<file path="src/rtl/period_meter.sv">
// Measures the period of an asynchronous input in clk cycles. It locks once enough
// consecutive measurements agree within a tolerance, and drops the lock on a timeout.
module period_meter #(
  parameter int unsigned STABLE_COUNT = 4,
  parameter int unsigned TOL          = 1,
  parameter int unsigned TIMEOUT      = 1000
) (
  input  logic        clk,
  input  logic        RST,
  input  logic        PWRDWN,
  input  logic        sig_in,
  output logic [31:0] ref_period,
  output logic        period_stable,
  output logic [31:0] meas,
  output logic        meas_valid,
  output logic        timeout
);

  typedef enum logic [1:0] {
    StIdle    = 2'd0,
    StArm     = 2'd1,
    StMeasure = 2'd2,
    StLocked  = 2'd3
  } state_e;

  state_e      state_q, state_d;
  logic        sync1_q, sync2_q, hist_q;
  logic [31:0] cnt_q, cnt_d;
  logic [31:0] ref_q, ref_d;
  logic [31:0] meas_q, meas_d;
  logic [7:0]  match_q, match_d, match_inc;
  logic        valid_q, valid_d;
  logic        tout_q, tout_d;
  logic [31:0] diff;
  logic        edge_det, in_tol, timed_out, lock_hit;

  // The synchroniser keeps sampling through power-down so no stale edge appears on wake.
  always_ff @(posedge clk or posedge RST) begin
    if (RST) begin
      sync1_q <= 1'b0;
      sync2_q <= 1'b0;
      hist_q  <= 1'b0;
    end else begin
      sync1_q <= sig_in;
      sync2_q <= sync1_q;
      hist_q  <= sync2_q;
    end
  end

  assign edge_det  = sync2_q & ~hist_q;
  assign diff      = (cnt_q >= ref_q) ? (cnt_q - ref_q) : (ref_q - cnt_q);
  assign in_tol    = (ref_q != 32'd0) && (diff <= TOL);
  assign timed_out = !edge_det && (cnt_q >= TIMEOUT);
  assign match_inc = match_q + 8'd1;
  assign lock_hit  = (32'(match_inc) >= STABLE_COUNT);

  always_comb begin
    cnt_d = cnt_q;
    if (PWRDWN) begin
      cnt_d = 32'd0;
    end else if (edge_det) begin
      cnt_d = 32'd1;
    end else if (cnt_q != 32'hFFFF_FFFF) begin
      cnt_d = cnt_q + 32'd1;
    end
  end

  always_comb begin
    state_d = state_q;
    ref_d   = ref_q;
    meas_d  = meas_q;
    match_d = match_q;
    valid_d = 1'b0;
    tout_d  = 1'b0;
    if (PWRDWN) begin
      state_d = StIdle;
      ref_d   = 32'd0;
      meas_d  = 32'd0;
      match_d = 8'd0;
    end else begin
      unique case (state_q)
        StIdle: state_d = StArm;
        StArm: begin
          if (edge_det) begin
            state_d = StMeasure;
            match_d = 8'd0;
          end
        end
        StMeasure, StLocked: begin
          // An edge wins over a coincident timeout threshold.
          if (edge_det) begin
            meas_d  = cnt_q;
            valid_d = 1'b1;
            if (in_tol) begin
              if (state_q == StMeasure) begin
                match_d = match_inc;
                if (lock_hit) state_d = StLocked;
              end
            end else begin
              ref_d   = cnt_q;
              match_d = 8'd1;
              state_d = StMeasure;
            end
          end else if (timed_out) begin
            state_d = StArm;
            ref_d   = 32'd0;
            tout_d  = 1'b1;
          end
        end
      endcase
    end
  end

  always_ff @(posedge clk or posedge RST) begin
    if (RST) begin
      state_q <= StIdle;
      cnt_q   <= 32'd0;
      ref_q   <= 32'd0;
      meas_q  <= 32'd0;
      match_q <= 8'd0;
      valid_q <= 1'b0;
      tout_q  <= 1'b0;
    end else begin
      state_q <= state_d;
      cnt_q   <= cnt_d;
      ref_q   <= ref_d;
      meas_q  <= meas_d;
      match_q <= match_d;
      valid_q <= valid_d;
      tout_q  <= tout_d;
    end
  end

  assign ref_period    = ref_q;
  assign meas          = meas_q;
  assign meas_valid    = valid_q;
  assign timeout       = tout_q;
  assign period_stable = (state_q == StLocked);

endmodule

</file>
<file path="config.mk">
export PLATFORM = sky130hd
export DESIGN_NAME = period_meter
export DESIGN_NICKNAME = d
export VERILOG_FILES = /design/src/rtl/period_meter.sv
export SDC_FILE = /design/constraint.sdc
export NUM_CORES = 1
export LEC_CHECK = 0
export ABC_CLOCK_PERIOD_IN_PS = 4230
export CAP_MARGIN = 20
export CORE_MARGIN = 2
export CORE_UTILIZATION = 54
export DETAILED_ROUTE_END_ITERATION = 6
export MAX_ROUTING_LAYER = met4
export PLACE_DENSITY_LB_ADDON = 0.2
export REMOVE_ABC_BUFFERS = 1
export SKIP_CTS_REPAIR_TIMING = 1
export SYNTH_ARGS = -nofsm -noshare
export SYNTH_HDL_FRONTEND = slang
export SYNTH_SLANG_ARGS = --single-unit
</file>
<file path="constraint.sdc">
create_clock -name clk -period 4.23 [get_ports clk]
set_input_delay 0.423 -clock clk [delete_from_list [all_inputs] [get_ports clk]]
set_output_delay 0.423 -clock clk [all_outputs]
set_load 0.02 [all_outputs]
</file>
; Word level (Yosys, flattened, before mapping)
; Cells that the tools add are included.
[word_totals]
ff_bits = 111
latchBits = 0
ram_bits = 0
mem_bits_ro = 0
input_bits = 4
n_memories = 0
[op_classes]
n_addsub = 4
n_mul = 0
n_div = 0
n_lt_le_gt_ge = 4
eq_ne = 11
n_shift = 0
n_mux = 33
n_bitwise = 2
n_reduce_logical = 15
[op_table]
columns = cell, n
row1 = 32-bit 2-to-1 mux, 12
row2 = 32-bit subtractor, 2
row3 = 8-bit 2-to-1 mux, 5
row4 = "32-bit by 1-bit adder with 32-bit output, second input constant", 1
row5 = "32-bit by 10-bit greater-or-equal comparator with 1-bit output, second input constant", 1
row6 = 32-bit greater-or-equal comparator, 1
row7 = "32-bit by 1-bit <= comparator with 1-bit output, second input constant", 1
row8 = "32-bit != test, second input constant", 1
row9 = 32-bit nonzero test, 1
row10 = 8-bit case mux with 2 select lines, 1
row11 = 2-bit 2-to-1 mux, 7
row12 = "5-bit != test, second input constant", 2
row13 = "3-bit != test, second input constant", 3
row14 = 3-bit nonzero test, 3
row15 = "8-bit by 1-bit adder with 8-bit output, second input constant", 1
row16 = "8-bit by 3-bit greater-or-equal comparator with 1-bit output, second input constant", 1
row17 = "4-bit != test, second input constant", 2
row18 = 4-bit AND reduction, 2
row19 = 1-bit 2-to-1 mux, 7
row20 = 2-bit case mux with 3 select lines, 1
row21 = "2-bit equality test, second input constant", 2
row22 = 2-bit nonzero test, 2
row23 = 3-bit AND reduction, 1
row24 = "2-bit by 1-bit equality test with 1-bit output, second input constant", 1
row25 = 7 further kinds, 8

; Depth between registers and ports, before layout
; Gate-level depths: netlist of the first run.
[depth]
word_depth = 8
depth_mapped = 19

; Least setup slack after synthesis of the first run
; No wires, ideal clock.
[synth_timing]
kind = reg2reg
from = register ref_q[24] (netlist: ref_period[24])
to = register ref_q[10] (netlist: ref_period[10])
t_arrival_ns = 4.258
required_ns = 4.086
path_slack_ns = -0.172
stages_incl_launch_ff = 19
n_path_buf = 5
period_less_slack_ns = 4.402
path_cell_list = dfrtp_1 inv_1 ha_1 buf_4 nand4_2 or4_1 or4_1 o22a_1 and2_4 buf_6 clkbuf_1 a31oi_1 xnor2_1 nand4_1 or4_1 buf_4 o21ai_2 buf_4 o32ai_2
[synth_between]
elab_chain_cells = 6
elab_cells_between_ends = 9
cone_classes = add/sub (2) / order compare (2) / eq/ne (1) / mux (1) / reduce/logical (3)
[synth_rtl]
columns = element, line_no
row1 = start: declaration, 29  ; logic [31:0] ref_q, ref_d;
row2 = start signal: assignment, 126  ; ref_q <= ref_d;
row3 = 32-bit subtractor / 32-bit greater-or-equal comparator (equally long branches), 51  ; assign diff = (cnt_q >= ref_q) ? (cnt_q - ref_q) : (ref_q - cnt_q);
row4 = 32-bit 2-to-1 mux, 51
row5 = 32-bit by 1-bit <= comparator with 1-bit output, 52  ; assign in_tol = (ref_q != 32'd0) && (diff <= TOL);
row6 = 1-bit logical AND *, 52
row7 = 3-bit != test (no source line) *, -
row8 = 3-bit AND reduction (no source line) *, -
; Every way passes the cells marked *; elsewhere a longest branch is shown, timed or not.
; A chain may end at the register's enable or synchronous reset.

; Worst setup path in the final report of the first run
[layout_timing]
from = register cnt_q[24]
to = register ref_q[12] (netlist: ref_period[12])
[layout_between]
elab_chain_cells = 6
elab_cells_between_ends = 11
cone_classes = add/sub (2) / order compare (3) / eq/ne (1) / mux (1) / reduce/logical (4)
[layout_rtl]
columns = element, line_no
row1 = start: declaration, 28  ; logic [31:0] cnt_q, cnt_d;
row2 = start signal: assignment, 125  ; cnt_q <= cnt_d;
row3 = 32-bit subtractor / 32-bit greater-or-equal comparator (equally long branches), 51
row4 = 32-bit 2-to-1 mux, 51
row5 = 32-bit by 1-bit <= comparator with 1-bit output, 52
row6 = 1-bit logical AND, 52
row7 = 3-bit != test (no source line), -
row8 = 3-bit AND reduction (no source line) *, -
; Marked as above.

==> impl_results.md, run 1 <==
- Status: finished, violations left
- Failing checks: setup timing
- Nets@finish: 1269
- First-pass GRT wire length: 44900 um
- Critical Path RT: 4480 ps
- Initial DRC count: 715
- Worst reg2reg path endpoint: ref_period[12]
- Reg power frac: 0.459
- GRT Total Usage: 0.334
- Synth top area share: 0.314
- Chip height: 132 um
- Maximum capacitance violations: 0
- Flop2flop setup slack: -30 ps
- Fmax: 0.235 GHz
- Vias in the first global route: 8276
- DR WL/cell: 21.0 um
- Crit path DAT: 4510 ps
- Filler Cell Count: 1241
- Critical path fanouts, max: 8
- Gp weighted congestion: 1.06
- Max incr delay on CP: 600 ps
- Core area: 15900 um^2
- Worst vdd ir: 179 uV
- Reg2Reg Launch Point: cnt_q[24]
- # DRC: 0
- Crit. End Element: register
- Synth Flop Type: dfrtp_1
- Synth Instances: 1004
- Place WS: -144 ps
- Area Growth Syn to Fin: 30.7%
- IO buf count: 70
- CTS max path bufs: 2
- Antenna cells: 0
- CP Launch Type: register
- Final ANT Viol Nets: 0
- Slew @ Worst Pin: 967 ps
- Setup CP Type: reg -> reg
- Row count: 46
- Pwr Density: 204 nW/um^2
- Clk pwr share: 0.389
- Clk sink count: 111
- Count leader, synth: dfrtp_1
- Die width: 132 um
- Reg2reg path depth: 14
- Layout Skew: 11.6 ps
- Number of placed I/O pins: 71
- Period utilization: 1.01
- GR Overflow Total: 0
- Worst-path cell chain: ha_4, nand4_4, or4_4, or4_1, o22a_1, and2_4, buf_12, mux2i_2, xor2_1, nand4_1, or4_4, o21a_4, buf_12, o32ai_2
- Count of cell types in the netlist: 70
- Drt first pass iters: 5
- Post-synth EDFFs: 0
- CTS tree: yes
- Top cells by count, synth: dfrtp_1, a21oi_1, inv_1, nand2_1, nor2_1
- Depth of the worst hold-timing path: 0
- Clock Latency Late Sink: 370 ps
- Final Hold Fails: 0
- Share of cells above drive strength 1: 0.228
- Final setup violation count: 1
- HP Start: sync1_q
- Slew headroom: 0.346
- Async S/R FF share, synth: 1.00
- Antenna violations before repair: 0
- Detailed Place HPWL: 21900 um
- Power Internal: 1.70 mW
- Biggest area consumer among synthesized cells: dfrtp_1
- Switching share of total power: 0.278
- Synth top area cells: dfrtp_1, ha_1, o32ai_2, xnor2_1, a21oi_1
- Worst path slowest cell: or4_4
- Logic gate share of total power: 0.152
- CTS Buf Count: 9
- Period minus WS final: 4260 ps
- Worst min path class: reg -> reg
- Drt total wl: 29700 um
- Syn Std Cell Area: 8850 um^2
- Post-synthesis register bit count: 111
- Synth Warn #: 0
- Clock root cell: clkbuf_16
- Mean Syn Cell Area: 8.82 um^2
- Clock-pin slew on the worst setup and hold paths: 80 ps
- Largest net degree at the start of global routing: 112
- H-Tree Depth: 3
- Sequential-to-total area share from yosys stat: 0.314
- Setup slack after layout: -31.3 ps
- Via Count: 8701
- Pins Over Slew Limit: 0
- RSZ-0062 raised after global routing: yes
- LEAKAGE: 5.23 nW
- Layout Utilization: 0.726
- Psw: 656 uW
- Total die area: 17400 um^2
- Initial Utilization: 0.555
- Worst Hold End: sync2_q
- Vias/cell: 6.14
## metal layers
metal  global-route usage  vias to the layer above  routed length [um]
met5                    -                        -                   0
li1                     -                     4038                   -
met2                0.496                      378               13100
met3               0.0611                       54                2460
met1                0.473                     4231               13300
met4               0.0827                        0                 817
## area by class of cell
class | count | area, um^2 | area share
flip-flops and latches | 111 | 2780 | 0.240
clock buffers | 10 | 239 | 0.0207
inverters | 76 | 288 | 0.0249
multi-input cells | 759 | 5830 | 0.504
repair buffers | 239 | 2100 | 0.181
well taps | 216 | 270 | 0.0234
clock inverters | 5 | 66.3 | 0.00573
## stage by stage
stage	TNS [ps]	instance area (um^2)	power (mW)	std cells	hold WS, ps
6_report	-31.3	11600	2.36	1416	353
5_1_grt	-1520	11600	2.43	1416	385
4_1_cts	-5580	11100	2.33	1403	356
3_5_place_dp	-4130	10800	1.43	1388	336
3_3_place_gp	-870	10800	1.43	1388	333
2_1_floorplan	-38230	8560	1.30	946	331
## cells by family (layout without fill, tap and decap cells)
family | after synthesis | count (layout) | synth area share
fa+ha+maj | 69 | 69 | 0.0992
mux | 15 | 15 | 0.0174
xor+xnor | 67 | 67 | 0.0663
simple gates | 299 | 299 | 0.173
compound gates | 309 | 309 | 0.266
buf+inv | 134 | 330 | 0.0649
flops | 111 | 111 | 0.314
## worst max-delay path by stage
stage	startpoint	endpoint	slack (ps)	depth (start not counted)
2_1_floorplan	ref_period[25]	ref_period[29]	-1180	13
3_3_place_gp	cnt_q[0]	match_q[5]	-40	18
3_5_place_dp	ref_period[31]	ref_period[4]	-140	14
4_1_cts	ref_period[31]	ref_period[4]	-190	14
5_1_grt	cnt_q[0]	ref_period[12]	-130	17
6_report	cnt_q[24]	ref_period[12]	-30	14
## worst max-delay path: cells and delay by family, from the launching register on
family	cells	cell delay, ps
multiplexers	1	180
adder cells (fa/ha/maj)	1	310
XOR/XNOR	1	160
AND/OR/NAND/NOR	6	1960
buffers and inverters	2	310
AO/OA/AOI/OAI	3	760
flip-flops	1	450
## sequential cells by signal (all words and copies together) (netlist names)
register    flops
cnt_q          32
meas           32
ref_period     32
match_q         8
state_q         2
hist_q          1
meas_valid      1
sync1_q         1
sync2_q         1
timeout         1
## power by group through the flow
stage | combinational (mW) | sequential [mW] | clock [mW]
2_1_floorplan | 0.197 | 1.10 | 0
3_3_place_gp | 0.323 | 1.10 | 0
3_5_place_dp | 0.324 | 1.10 | 0
4_1_cts | 0.325 | 1.08 | 0.925
5_1_grt | 0.387 | 1.08 | 0.962
6_report | 0.359 | 1.08 | 0.917
## cell usage in the layout, fill, tap and decap left out, types with 17 or more instances in the layout
cell type / netlist / routed
buf_4: 6 / 157
dfrtp_1: 111 / 110
a21oi_1: 84 / 81
nand2_1: 73 / 73
inv_1: 76 / 70
nor2_1: 70 / 69
clkdlybuf4s50_1: 0 / 69
ha_1: 67 / 57
o21ai_0: 54 / 52
xnor2_1: 50 / 49
a22o_1: 39 / 39
nand3_1: 31 / 31
o32ai_2: 30 / 26
nand4_1: 23 / 23
nor4_1: 21 / 19
a21o_1: 18 / 18
and3_1: 17 / 17
(Power assumes the default switching activity.)
==> inputs of run 2 (changes only) <==
--- a/config.mk
+++ b/config.mk
@@ -10,6 +10,7 @@
 export CORE_MARGIN = 2
 export CORE_UTILIZATION = 54
 export DETAILED_ROUTE_END_ITERATION = 6
+export HOLD_SLACK_MARGIN = 0.03
 export MAX_ROUTING_LAYER = met4
 export PLACE_DENSITY_LB_ADDON = 0.2
 export REMOVE_ABC_BUFFERS = 1
@@ -17,3 +18,4 @@
 export SYNTH_ARGS = -nofsm -noshare
 export SYNTH_HDL_FRONTEND = slang
 export SYNTH_SLANG_ARGS = --single-unit
+export TNS_END_PERCENT = 1
==> run 2 against run 1 <==
Against the previous run:
- the flow still finishes with violations (setup timing)
- critical path type unchanged
- largest cell class unchanged
- first-iteration DRC count is 2.8% lower
- clock skew hardly changed
- maximum frequency is 0.47% lower
- critical path depth is 1 higher
- non-clock buffer count is 1 lower
- sequential power hardly changed
- register-to-register slack worse by 20 ps
- combinational power hardly changed
- global-route usage stayed put
- cell count hardly changed
==> impl_results.md, run 2 (synthesized netlist as in run 1, its figures left out) <==
- Status: finished, violations left
- Failing checks: setup timing
- Period utilization: 1.01
- GR Overflow Total: 0
- Hold WS: 355 ps
- Core area: 15900 um^2
- Slew headroom: 0.427
- Final Hold Fails: 0
- Layout Skew: 12.1 ps
- Number of placed I/O pins: 71
- Period minus WS final: 4280 ps
- CTS Buf Count: 9
- First-pass GRT wire length: 44900 um
- Power Internal: 1.70 mW
- Gp weighted congestion: 1.06
- Reg power frac: 0.461
- Critical Path RT: 4470 ps
- Final ANT Viol Nets: 0
- Switching share of total power: 0.276
- Slew @ Worst Pin: 852 ps
- Die width: 132 um
- Chip height: 132 um
- Crit path DAT: 4520 ps
- Cell family contributing the most delay on the critical path: simple AND/OR/NAND/NOR gates
- Clock-pin slew on the worst setup and hold paths: 80 ps
- Initial Utilization: 0.555
- Most common cell after layout, fill and taps aside: buf_4
- Maximum capacitance violations: 0
- # DRC: 0
- Via Count: 8618
- Detailed Place HPWL: 21900 um
- H-Tree Depth: 3
- Antenna cells: 0
- Pins Over Slew Limit: 0
- Nets@finish: 1268
- WP buf/inv: 3
- Antenna violations before repair: 0
- Worst path slowest cell: or4_4
- Clock Latency Late Sink: 360 ps
- Fmax: 0.234 GHz
- Pwr Density: 204 nW/um^2
- Clk sink count: 111
- Clk pwr share: 0.388
- Total die area: 17400 um^2
- Crit. End Element: register
- Setup CP Type: reg -> reg
- Placed Cells incl. Taps: 1388
- Row count: 46
- Worst min path class: reg -> reg
- LEAKAGE: 5.21 nW
- Critical path fanouts, max: 8
- Dpl cell area: 10800 um^2
- Largest net degree at the start of global routing: 112
- Psw: 649 uW
- CP Launch Type: register
- Final setup violation count: 1
- Share of cells above drive strength 1: 0.226
- CTS tree: yes
- Logic gate share of total power: 0.152
- Final std cells w/o fill: 1415
- TNS Setup: -51.3 ps
- RSZ-0062 raised after global routing: yes
- Drt total wl: 29500 um
- CTS max path bufs: 2
- Most frequent cells in the layout: buf_4, dfrtp_1, a21oi_1
- Final instance area: 11500 um^2
- Worst-path cell chain: inv_1, ha_1, nand4_1, or4_4, or4_1, o22a_1, and2_4, buf_12, mux2i_2, xor2_1, nand4_1, or4_4, o21a_4, buf_12, o32ai_2
- Area Growth Syn to Fin: 30.3%
- Clock root cell: clkbuf_16
- Vias/cell: 6.09
- Worst vdd ir: 176 uV
- DR WL/cell: 20.8 um
- Drt first pass iters: 6
- IO buf count: 70
- Vias in the first global route: 8276
- Max incr delay on CP: 600 ps
- GRT Total Usage: 0.334
- Initial DRC count: 695
- Setup slack after layout: -51.3 ps
run 2: path summary, 6_finish.rpt:
path / from / endpoint / slack [ps] / cells past startpoint
worst max register to register: ref_period[18] / ref_period[12] / -50 / 15
worst min register to register: sync1_q / sync2_q / 360 / 0
max in group asynchronous: RST / cnt_q[0] / 3160 / 3
worst max-delay path: ref_period[18] / ref_period[12] / -50 / 15
worst min-delay path: sync1_q / sync2_q / 360 / 0
min in group asynchronous: RST / meas[28] / 540 / 3
run 2: layer usage:
| metal | vias to the layer above | GRT usage | part of all wire |
|---|---|---|---|
| li1 | 4040 | - | - |
| met1 | 4168 | 0.473 | 0.45 |
| met2 | 367 | 0.496 | 0.44 |
| met3 | 43 | 0.0611 | 0.082 |
| met4 | 0 | 0.0827 | 0.022 |
| met5 | - | - | 0 |
run 2: cell type report:
| class | instances | area (um^2) |
|---|---|---|
| fill | 1242 | 4410 |
| timing repair buffer | 238 | 2090 |
| multi-input combinational | 759 | 5800 |
| tap | 216 | 270 |
| sequential | 111 | 2780 |
| inverter | 76 | 288 |
| clock inverter | 5 | 66.3 |
| clock buffer | 10 | 239 |
run 2: power groups by stage:
stage               clock network [mW]  registers, mW  logic, mW
CTS                              0.925           1.08      0.325
floorplan                            0           1.10      0.197
detailed placement                   0           1.10      0.324
global placement                     0           1.10      0.323
global route                     0.962           1.08      0.385
finish                           0.911           1.08      0.357
run 2: metrics by stage:
step | setup WS [ps] | power [mW] | util
floorplan | -1180 | 1.30 | -
global placement | -35.7 | 1.43 | 0.677
detailed placement | -144 | 1.43 | 0.677
CTS | -191 | 2.33 | 0.696
global route | -173 | 2.43 | 0.723
finish | -51.3 | 2.35 | 0.723
run 2: worst register-to-register path: stages (launching register included):
cell	delay [ps]
dfrtp_1	380
inv_1	90
ha_1	300
nand4_1	170
or4_4	460
or4_1	410
o22a_1	190
and2_4	210
buf_12	140
mux2i_2	180
xor2_1	170
nand4_1	120
or4_4	600
o21a_4	310
buf_12	170
o32ai_2	270
==> inputs of run 3 (changes only) <==
--- a/config.mk
+++ b/config.mk
@@ -10,6 +10,7 @@
 export CORE_MARGIN = 2
 export CORE_UTILIZATION = 54
 export DETAILED_ROUTE_END_ITERATION = 6
+export GPL_TIMING_DRIVEN = 0
 export HOLD_SLACK_MARGIN = 0.03
 export MAX_ROUTING_LAYER = met4
 export PLACE_DENSITY_LB_ADDON = 0.2
==> run 3 against run 2 <==
Against the previous run:
- the run still ends with setup timing left
- register-to-register slack lost 280 ps
- maximum frequency shrank 6.1%
- first-iteration DRC count grew 21%
- non-clock buffer count shrank 92
- combinational power shrank 2%
- worst setup slack lost 280 ps
- sequential power is essentially flat
- wire length shrank 0.16%
- largest cell class unchanged
- largest power group unchanged
==> impl_results.md, run 3 (synthesized netlist as in run 1, its figures left out) <==
- Initial DRC count: 840
- Final setup violation count: 40
- Gp weighted congestion: 0.983
- Placed Cells incl. Taps: 1235
- Vias in the first global route: 7400
- Final Total Pwr: 2.32 mW
- Depth of the worst hold-timing path: 0
- Worst vdd ir: 184 uV
- IO buf count: 70
- Worst reg2reg path endpoint: ref_period[17]
- Detailed Place HPWL: 19900 um
- Initial Utilization: 0.555
- Clock root cell: clkbuf_16
- Cell family contributing the most delay on the critical path: simple AND/OR/NAND/NOR gates
- Critical path fanouts, max: 12
- Crit. End Element: register
- Drt total wl: 29400 um
- Sequential cell area: 2800 um^2
- Failing checks: setup timing
- Worst-path cell chain: inv_2, ha_4, nand4_4, or4_4, or4_1, o22a_2, and2_4, buf_4, mux2i_1, xor2_1, o2111ai_2, or4_4, o21ai_4, buf_12, o32ai_2
- Share of cells above drive strength 1: 0.190
- Row count: 46
- Period minus WS final: 4560 ps
- Area occupied by multi-input gates: 5940 um^2
- GRT Total Usage: 0.308
- GR Overflow Total: 0
- Clk sink count: 111
- Reg2Reg Launch Point: ref_period[29]
- HP Start: sync1_q
- CTS Buf Count: 9
- Status: finished, violations left
- Final Hold Fails: 0
- RSZ-0062 raised after global routing: yes
- Die width: 132 um
- WP buf/inv: 3
- CTS max path bufs: 2
- Drt first pass iters: 6
- Layout Skew: 11.1 ps
- Worst min path class: reg -> reg
- Period utilization: 1.08
- Reg2reg path depth: 15
- H-Tree Depth: 3
- Antenna violations before repair: 0
- Largest net degree at the start of global routing: 63
- Number of placed I/O pins: 71
- Worst Hold End: sync2_q
- Clock Latency Late Sink: 370 ps
- Area Growth Syn to Fin: 23.6%
- First-pass GRT wire length: 41400 um
- CP Launch Type: register
- Slew @ Worst Pin: 1300 ps
- Critical Path RT: 4470 ps
- Most frequent cells in the layout: dfrtp_1, a21oi_1, nand2_1
- Worst path slowest cell: or4_4
- Max incr delay on CP: 610 ps
- Total die area: 17400 um^2
- Flop2flop setup slack: -330 ps
- Clock-pin slew on the worst setup and hold paths: 90 ps
- # DRC: 0
- Crit path DAT: 4800 ps
- Via Count: 8602
- DR WL/cell: 22.1 um
- Setup slack after layout: -331 ps
- Pwr Density: 212 nW/um^2
- Vias/cell: 6.47
- Setup CP Type: reg -> reg
- Core area: 15900 um^2
- Antenna cells: 0
- Filler Cell Count: 1265
- LEAKAGE: 4.72 nW
- CTS tree: yes
- Final ANT Viol Nets: 0
- Chip height: 132 um
- Slew headroom: 0.127
- Pins Over Slew Limit: 0
- Nets@finish: 1181
- CP most frequent cell: or4_4
- Fmax: 0.219 GHz
- Most common cell after layout, fill and taps aside: dfrtp_1
- Maximum capacitance violations: 0
- Final std cells w/o fill: 1329
run 3: stage by stage:
step	area, um^2	util	setup TNS, ps	hold slack (ps)	worst slack, ps
after floorplan	8560	-	-38230	331	-1180
after global placement	9530	0.598	-201070	334	-2400
after global routing	10900	0.686	-14780	378	-401
after CTS	9920	0.622	-42560	366	-1190
final	10900	0.686	-12120	359	-331
after detailed placement	9630	0.604	-41820	346	-1160
run 3: power by group:
group	total, mW	internal [mW]	switching [mW]
registers	1.09	1.07	0.0190
clock network	0.878	0.417	0.461
logic	0.351	0.140	0.211
run 3: layer usage:
layer,track usage,part of all wire,vias up
met3,0.0427,0.087,71
met4,0.0797,0.028,0
met2,0.445,0.44,462
li1,-,-,3869
met5,-,0,-
met1,0.453,0.45,4200
run 3: worst reg2reg max path, stage by stage, from the launching register on:
cell and delay, ps:
dfrtp_1 440, inv_2 80, ha_4 310, nand4_4 110, or4_4 560, or4_1 420, o22a_2 240, and2_4 180
buf_4 150, mux2i_1 250, xor2_1 220, o2111ai_2 170, or4_4 610, o21ai_4 350, buf_12 220, o32ai_2 120
run 3: layout make-up:
cell class	count	share of cell area
multi-input cells	764	0.543
clock inverters	6	0.00572
repair buffers	146	0.124
clock buffers	10	0.0209
inverters	76	0.0263
well taps	216	0.0247
flip-flops and latches	111	0.256
run 3: how the worst max path moves through the flow:
stage	endpoint	cells after the start	start
2_1_floorplan	ref_period[29]	13	ref_period[25]
3_3_place_gp	ref_period[29]	4	PWRDWN
3_5_place_dp	ref_period[21]	13	cnt_q[25]
4_1_cts	ref_period[13]	13	cnt_q[25]
5_1_grt	match_q[3]	15	ref_period[29]
6_report	ref_period[17]	15	ref_period[29]
==> patch 1, RTL diff (flow settings as in run 1) <==
Register the inputs `PWRDWN` and `sig_in` before use, without a reset. The logic sees them one clock later.
--- a/src/rtl/period_meter.sv
+++ b/src/rtl/period_meter.sv
@@ -25,2 +25,10 @@
 
+  logic PWRDWN_q;
+  logic sig_q;
+
+  always_ff @(posedge clk) begin
+    PWRDWN_q <= PWRDWN;
+    sig_q    <= sig_in;
+  end
+
   state_e      state_q, state_d;
@@ -43,3 +51,3 @@
     end else begin
-      sync1_q <= sig_in;
+      sync1_q <= sig_q;
       sync2_q <= sync1_q;
@@ -58,3 +66,3 @@
     cnt_d = cnt_q;
-    if (PWRDWN) begin
+    if (PWRDWN_q) begin
       cnt_d = 32'd0;
@@ -74,3 +82,3 @@
     tout_d  = 1'b0;
-    if (PWRDWN) begin
+    if (PWRDWN_q) begin
       state_d = StIdle;
Check against the original RTL: not equivalent (a bounded check fails within 10 cycles, from zero or initial values and one cycle with RST high).
==> patch 1 against run 1 <==
The flow still finishes with violations (negative setup slack). First-iteration DRC count grew 55%. Setup slack got worse by 120 ps. Die area is 3.0% higher. Area after synthesis rose by 3.1%. Total power rose by 19%. Combinational power decreased by 12%. Final area is 4.6% higher. Clock skew up 0.56 ps. Sequential share of layout area fell by 0.72 points. Sequential cell count is 2 higher. Routed wire length increased by 8.1%. Hold slack got worse by 22 ps. Critical path type unchanged. Highest routed layer unchanged.
==> patch 1: results (changes against run 1) <==
stage	metric	value	unit	change
status	status	finished, violations left		
status	failing checks	negative setup slack		
placed_design	GPL Wtd Cong	1.00		-4.9%
placed_design	dpl ws	-191	ps	-47.3 ps
clocking	worst skew pair latency	430	ps	+60 ps
setup_path	CP peak stage delay	650	ps	+50 ps
sta	final worst setup slack	-149	ps	-118 ps
sta	headroom to the max-slew limit	0.396		+0.0498
sta	worst hold margin	331	ps	-21.8 ps
setup_path	WP data arrival	4740	ps	+230 ps
final_layout	Inserted Diodes	0		unchanged
drt	First DRT Iteration DRCs	1107		+55%
hold_path	hold path start	sig_q		
drt	met1 WL	14.4	mm	+8.3%
placed_design	placed cell area	11300	um^2	+4.5%
setup_path	slowest CP cell	or4b_4		
synth	synth top area cells	dfrtp_1 (30%), ha_1 (9.2%), a21oi_1 (7.4%)		
synth	most instantiated cells after synthesis	a21oi_1 (135), nand2_1 (120), dfrtp_1 (111)		
drt	wire length on met3	2.76	mm	+12%
final_layout	layout cells sized above 1	0.208		-0.0192
final_layout	# fillers	1271		+2.4%
synth	xor-xnor portion of the synthesized cell area	0.0624		-0.00392
setup_path	Worst R2R Start	cnt_q[0]		
clocking	Worst-path clk slew	60	ps	-20 ps
drt	Vias/cell	6.07		-1.2%
setup_path	Critical R2R Capture	match_q[6]		
synth	Post-Syn Instances	1149		+14%
drt	met2 wire len	14.2	mm	+8.9%
synth	Async SR Flop Fraction	0.982		-0.0177
pwr	P_int	2.05	mW	+21%
sta	skew final	12.2	ps	+0.563 ps
grt	vias in the first global route	9116		+10%
setup_path	Worst Reg-to-Reg Cells	18		+4
hold_path	Hold Path Depth	0		unchanged
final_layout	Nets	1452		+14%
placed_design	detailed-placement wirelength estimate	24.3	mm	+11%
placed_design	Post-Place Cells	1566		+13%
grt	All-Layer GR Usage	0.365		+0.0310
sta	final count of negative-setup-slack endpoints	28		+27
sta	setup tns final	-1570	ps	-1540 ps
die	CORE AREA	16500	um^2	+3.6%
clocking	CTS Buf Count	17		+8
synth	Compound-Gate Fraction of Synth Area	0.234		-0.0320
grt	first-pass GRT wire length	50.0	mm	+11%
synth	post-synthesis mux area share	0.00672		-0.0107
pwr	Max rail drop VDD	0.312	mV	+74%
final_layout	post-route insts no fill	1612		+14%
setup_path	CP Max Fanout	7		-1
clocking	H-tree Lvls	4		+1
hold_path	WHS Endpoint	sync1_q		
pwr	Lkg Pwr	5.51	nW	+5.4%
synth	post-synth cell types	81		+16%
synth	post-synthesis adder-cell area fraction	0.0962		-0.00299
drt	wire length per cell	19.9	um	-5.1%
grt	pin count of the biggest net entering global routing	72		-36%
==> patch 1: per-layer routing <==
metal | up-vias | GRT usage
met1 | 4701 | 0.513
met5 | - | -
met2 | 472 | 0.540
met3 | 49 | 0.0752
li1 | 4566 | -
met4 | 0 | 0.0965
==> patch 1: logic make-up (layout without fill, tap and decap cells) <==
logic type,after synthesis,after routing
mux,6,6
fa+ha+maj,69,69
simple gates,398,398
buf+inv,151,394
xor+xnor,65,65
compound gates,347,347
flops,113,113
==> patch 1: power by group through the flow <==
stage / sequential (mW) / clock (mW) / combinational, mW
after floorplan: 1.12 / 0 / 0.177
after global placement: 1.12 / 0 / 0.292
after detailed placement: 1.12 / 0 / 0.291
after CTS: 1.10 / 1.39 / 0.294
after global routing: 1.10 / 1.43 / 0.341
final: 1.10 / 1.38 / 0.315
==> patch 1: layout make-up <==
| cell class | instances | area (um^2) | area share |
|---|---|---|---|
| clock buffers | 19 | 443 | 0.0366 |
| clock inverters | 13 | 129 | 0.0107 |
| inverters | 81 | 307 | 0.0253 |
| multi-input cells | 885 | 5800 | 0.480 |
| flip-flops and latches | 113 | 2820 | 0.233 |
| well taps | 220 | 275 | 0.0228 |
| repair buffers | 281 | 2320 | 0.192 |
==> patch 1: worst max path at each step <==
stage	startpoint	to	slack, ps	depth (start not counted)
final	cnt_q[0]	match_q[6]	-150	18
after global routing	cnt_q[0]	state_q[0]	-340	17
after floorplan	cnt_q[0]	ref_period[0]	-620	16
after detailed placement	cnt_q[0]	state_q[0]	-190	16
after global placement	cnt_q[0]	state_q[0]	-100	16
after CTS	cnt_q[0]	state_q[0]	-230	16
==> patch 2, RTL diff (settings of run 1) <==
Without the edit above. The parameter `TIMEOUT` goes from 1000 to 750.
--- a/src/rtl/period_meter.sv
+++ b/src/rtl/period_meter.sv
@@ -5,3 +5,3 @@
   parameter int unsigned TOL          = 1,
-  parameter int unsigned TIMEOUT      = 1000
+  parameter int unsigned TIMEOUT      = 750
 ) (
Function: same outputs for any inputs over 10 cycles, from zero or initial values and one cycle with RST high; that may be too few to reach the edited logic, so the function may still have changed.
==> patch 2 against run 1 <==
Hold slack got worse by 2.5 ps. Sequential cell count is the same. Setup slack improved by 52 ps. Area after synthesis decreased by 2.8%. Combinational power increased by 3%. Final area fell by 5.0%. Critical endpoint is now state_q[0]. Routed wire length decreased by 2.4%. Largest cell class unchanged. Total power shrank 3.0%.
==> patch 2: results (changes against run 1) <==
stage	metric	value	unit	change
status	status	completed		
grt	All-Layer GR Usage	0.338		+0.00437
setup_path	CP Max Fanout	5		-3
final_layout	Inserted Diodes	0		unchanged
synth	post-synth top area share	0.323		+0.00913
placed_design	detailed-placement wirelength estimate	21.7	mm	-1.1%
final_layout	layout cells sized above 1	0.177		-0.0504
clocking	worst skew pair latency	350	ps	-20 ps
setup_path	slowest CP cell	a32oi_1		
setup_path	delay-heaviest family, CP	compound AO/OA/AOI/OAI gates		
drt	met2 wire len	12.9	mm	-1.6%
setup_path	FF-to-FF setup slack	20	ps	+50 ps
final_layout	# fillers	1258		+1.4%
pwr	Max rail drop VDD	0.252	mV	+40%
setup_path	CP peak stage delay	460	ps	-140 ps
clocking	H-tree Lvls	3		unchanged
setup_path	Critical R2R Capture	state_q[0]		
pwr	Lkg Pwr	5.05	nW	-3.4%
grt	first-pass GRT wire length	43.0	mm	-4.1%
synth	post-synth cell types	70		unchanged
grt	vias in the first global route	7847		-5.2%
synth	most instantiated cells after synthesis	dfrtp_1 (111), a21oi_1 (90), inv_1 (83)		
drt	First DRT Iteration DRCs	1113		+56%
synth	post-synthesis adder-cell area fraction	0.102		+0.00289
drt	met1 WL	13.2	mm	-0.80%
final_layout	Nets	1271		+0.16%
hold_path	WHS Endpoint	sync2_q		
synth	synth top area cells	dfrtp_1 (32%), ha_1 (9.7%), a22o_1 (6.5%)		
sta	headroom to the max-slew limit	0.496		+0.150
synth	post-synthesis mux area share	0.0129		-0.00444
drt	Vias/cell	6.16		+0.18%
synth	Compound-Gate Fraction of Synth Area	0.252		-0.0134
drt	wire length on met3	2.00	mm	-19%
placed_design	GPL Wtd Cong	0.939		-11%
synth	sequential share of the synthesized area	0.323		+0.00913
synth	xor-xnor portion of the synthesized cell area	0.0631		-0.00316
sta	skew final	6.69	ps	-4.96 ps
drt	wire length per cell	20.4	um	-2.6%
placed_design	dpl ws	-87.0	ps	+57.1 ps
setup_path	Worst R2R Start	cnt_q[0]		
grt	pin count of the biggest net entering global routing	62		-45%
-- patch 2: changes by cell type in the layout (fill, tap and decap cells not counted), sizes merged, moves of 7 or more --
cell / delta
a211oi: +7
a21oi: +7
a22o: +25
and3: -13
buf: -11
nor2: +12
nor3: +7
o21bai: -7
o32ai: -32
-- patch 2: worst max path at each step --
stage | slack (ps) | to
2_1_floorplan | -220 | ref_period[0]
3_3_place_gp | -10 | ref_period[28]
3_5_place_dp | -90 | ref_period[0]
4_1_cts | -130 | ref_period[0]
5_1_grt | -100 | match_q[5]
6_report | 20 | state_q[0]
-- patch 2: power by group --
part	switching [mW]	leakage, nW	internal (mW)
logic	0.214	3.37	0.155
clock network	0.380	0.144	0.467
registers	0.00801	1.54	1.07
total	0.601	5.05	1.69
-- patch 2: worst reg2reg max path: stages, from the launching register on --
cell	delay, ps
dfrtp_1	400
inv_1	90
ha_1	160
inv_1	50
fa_1	400
buf_4	170
a41o_1	180
a32oi_1	460
a2111oi_0	260
nor3b_1	330
xnor2_1	170
a211oi_1	80
o211ai_1	420
nor3b_2	100
buf_6	150
buf_4	130
buf_4	120
nand3_1	70
or3b_1	360
-- patch 2: routing by layer --
| layer | global-route usage | vias to the layer above |
|---|---|---|
| li1 | - | 4032 |
| met1 | 0.506 | 4225 |
| met2 | 0.478 | 416 |
| met3 | 0.0308 | 62 |
| met4 | 0.121 | 0 |
| met5 | - | - |
-- patch 2: final cells by class --
| class | instances | area share |
|---|---|---|
| Tap cell | 216 | 0.0246 |
| Multi-Input combinational cell | 763 | 0.485 |
| Clock buffer | 13 | 0.0255 |
| Timing Repair Buffer | 230 | 0.182 |
| Sequential cell | 111 | 0.253 |
| Clock inverter | 3 | 0.00216 |
| Inverter | 83 | 0.0286 |
-- patch 2: logic make-up after synthesis --
logic type	after synthesis
multiplexers	11
AND/OR/NAND/NOR	306
AO/OA/AOI/OAI	314
XOR/XNOR	62
buffers and inverters	143
adder cells (fa/ha/maj)	69
flip-flops	111
-- patch 2: per-stage QoR --
stage | setup TNS, ps | util | instances | hold slack [ps] | area (um^2)
after floorplan | -7140 | - | 956 | 331 | 8310
after global placement | -399 | 0.660 | 1383 | 335 | 10400
after detailed placement | -2580 | 0.660 | 1383 | 336 | 10400
after CTS | -3830 | 0.679 | 1399 | 352 | 10700
after global routing | -1560 | 0.699 | 1419 | 372 | 11000
final | 0 | 0.699 | 1419 | 351 | 11000
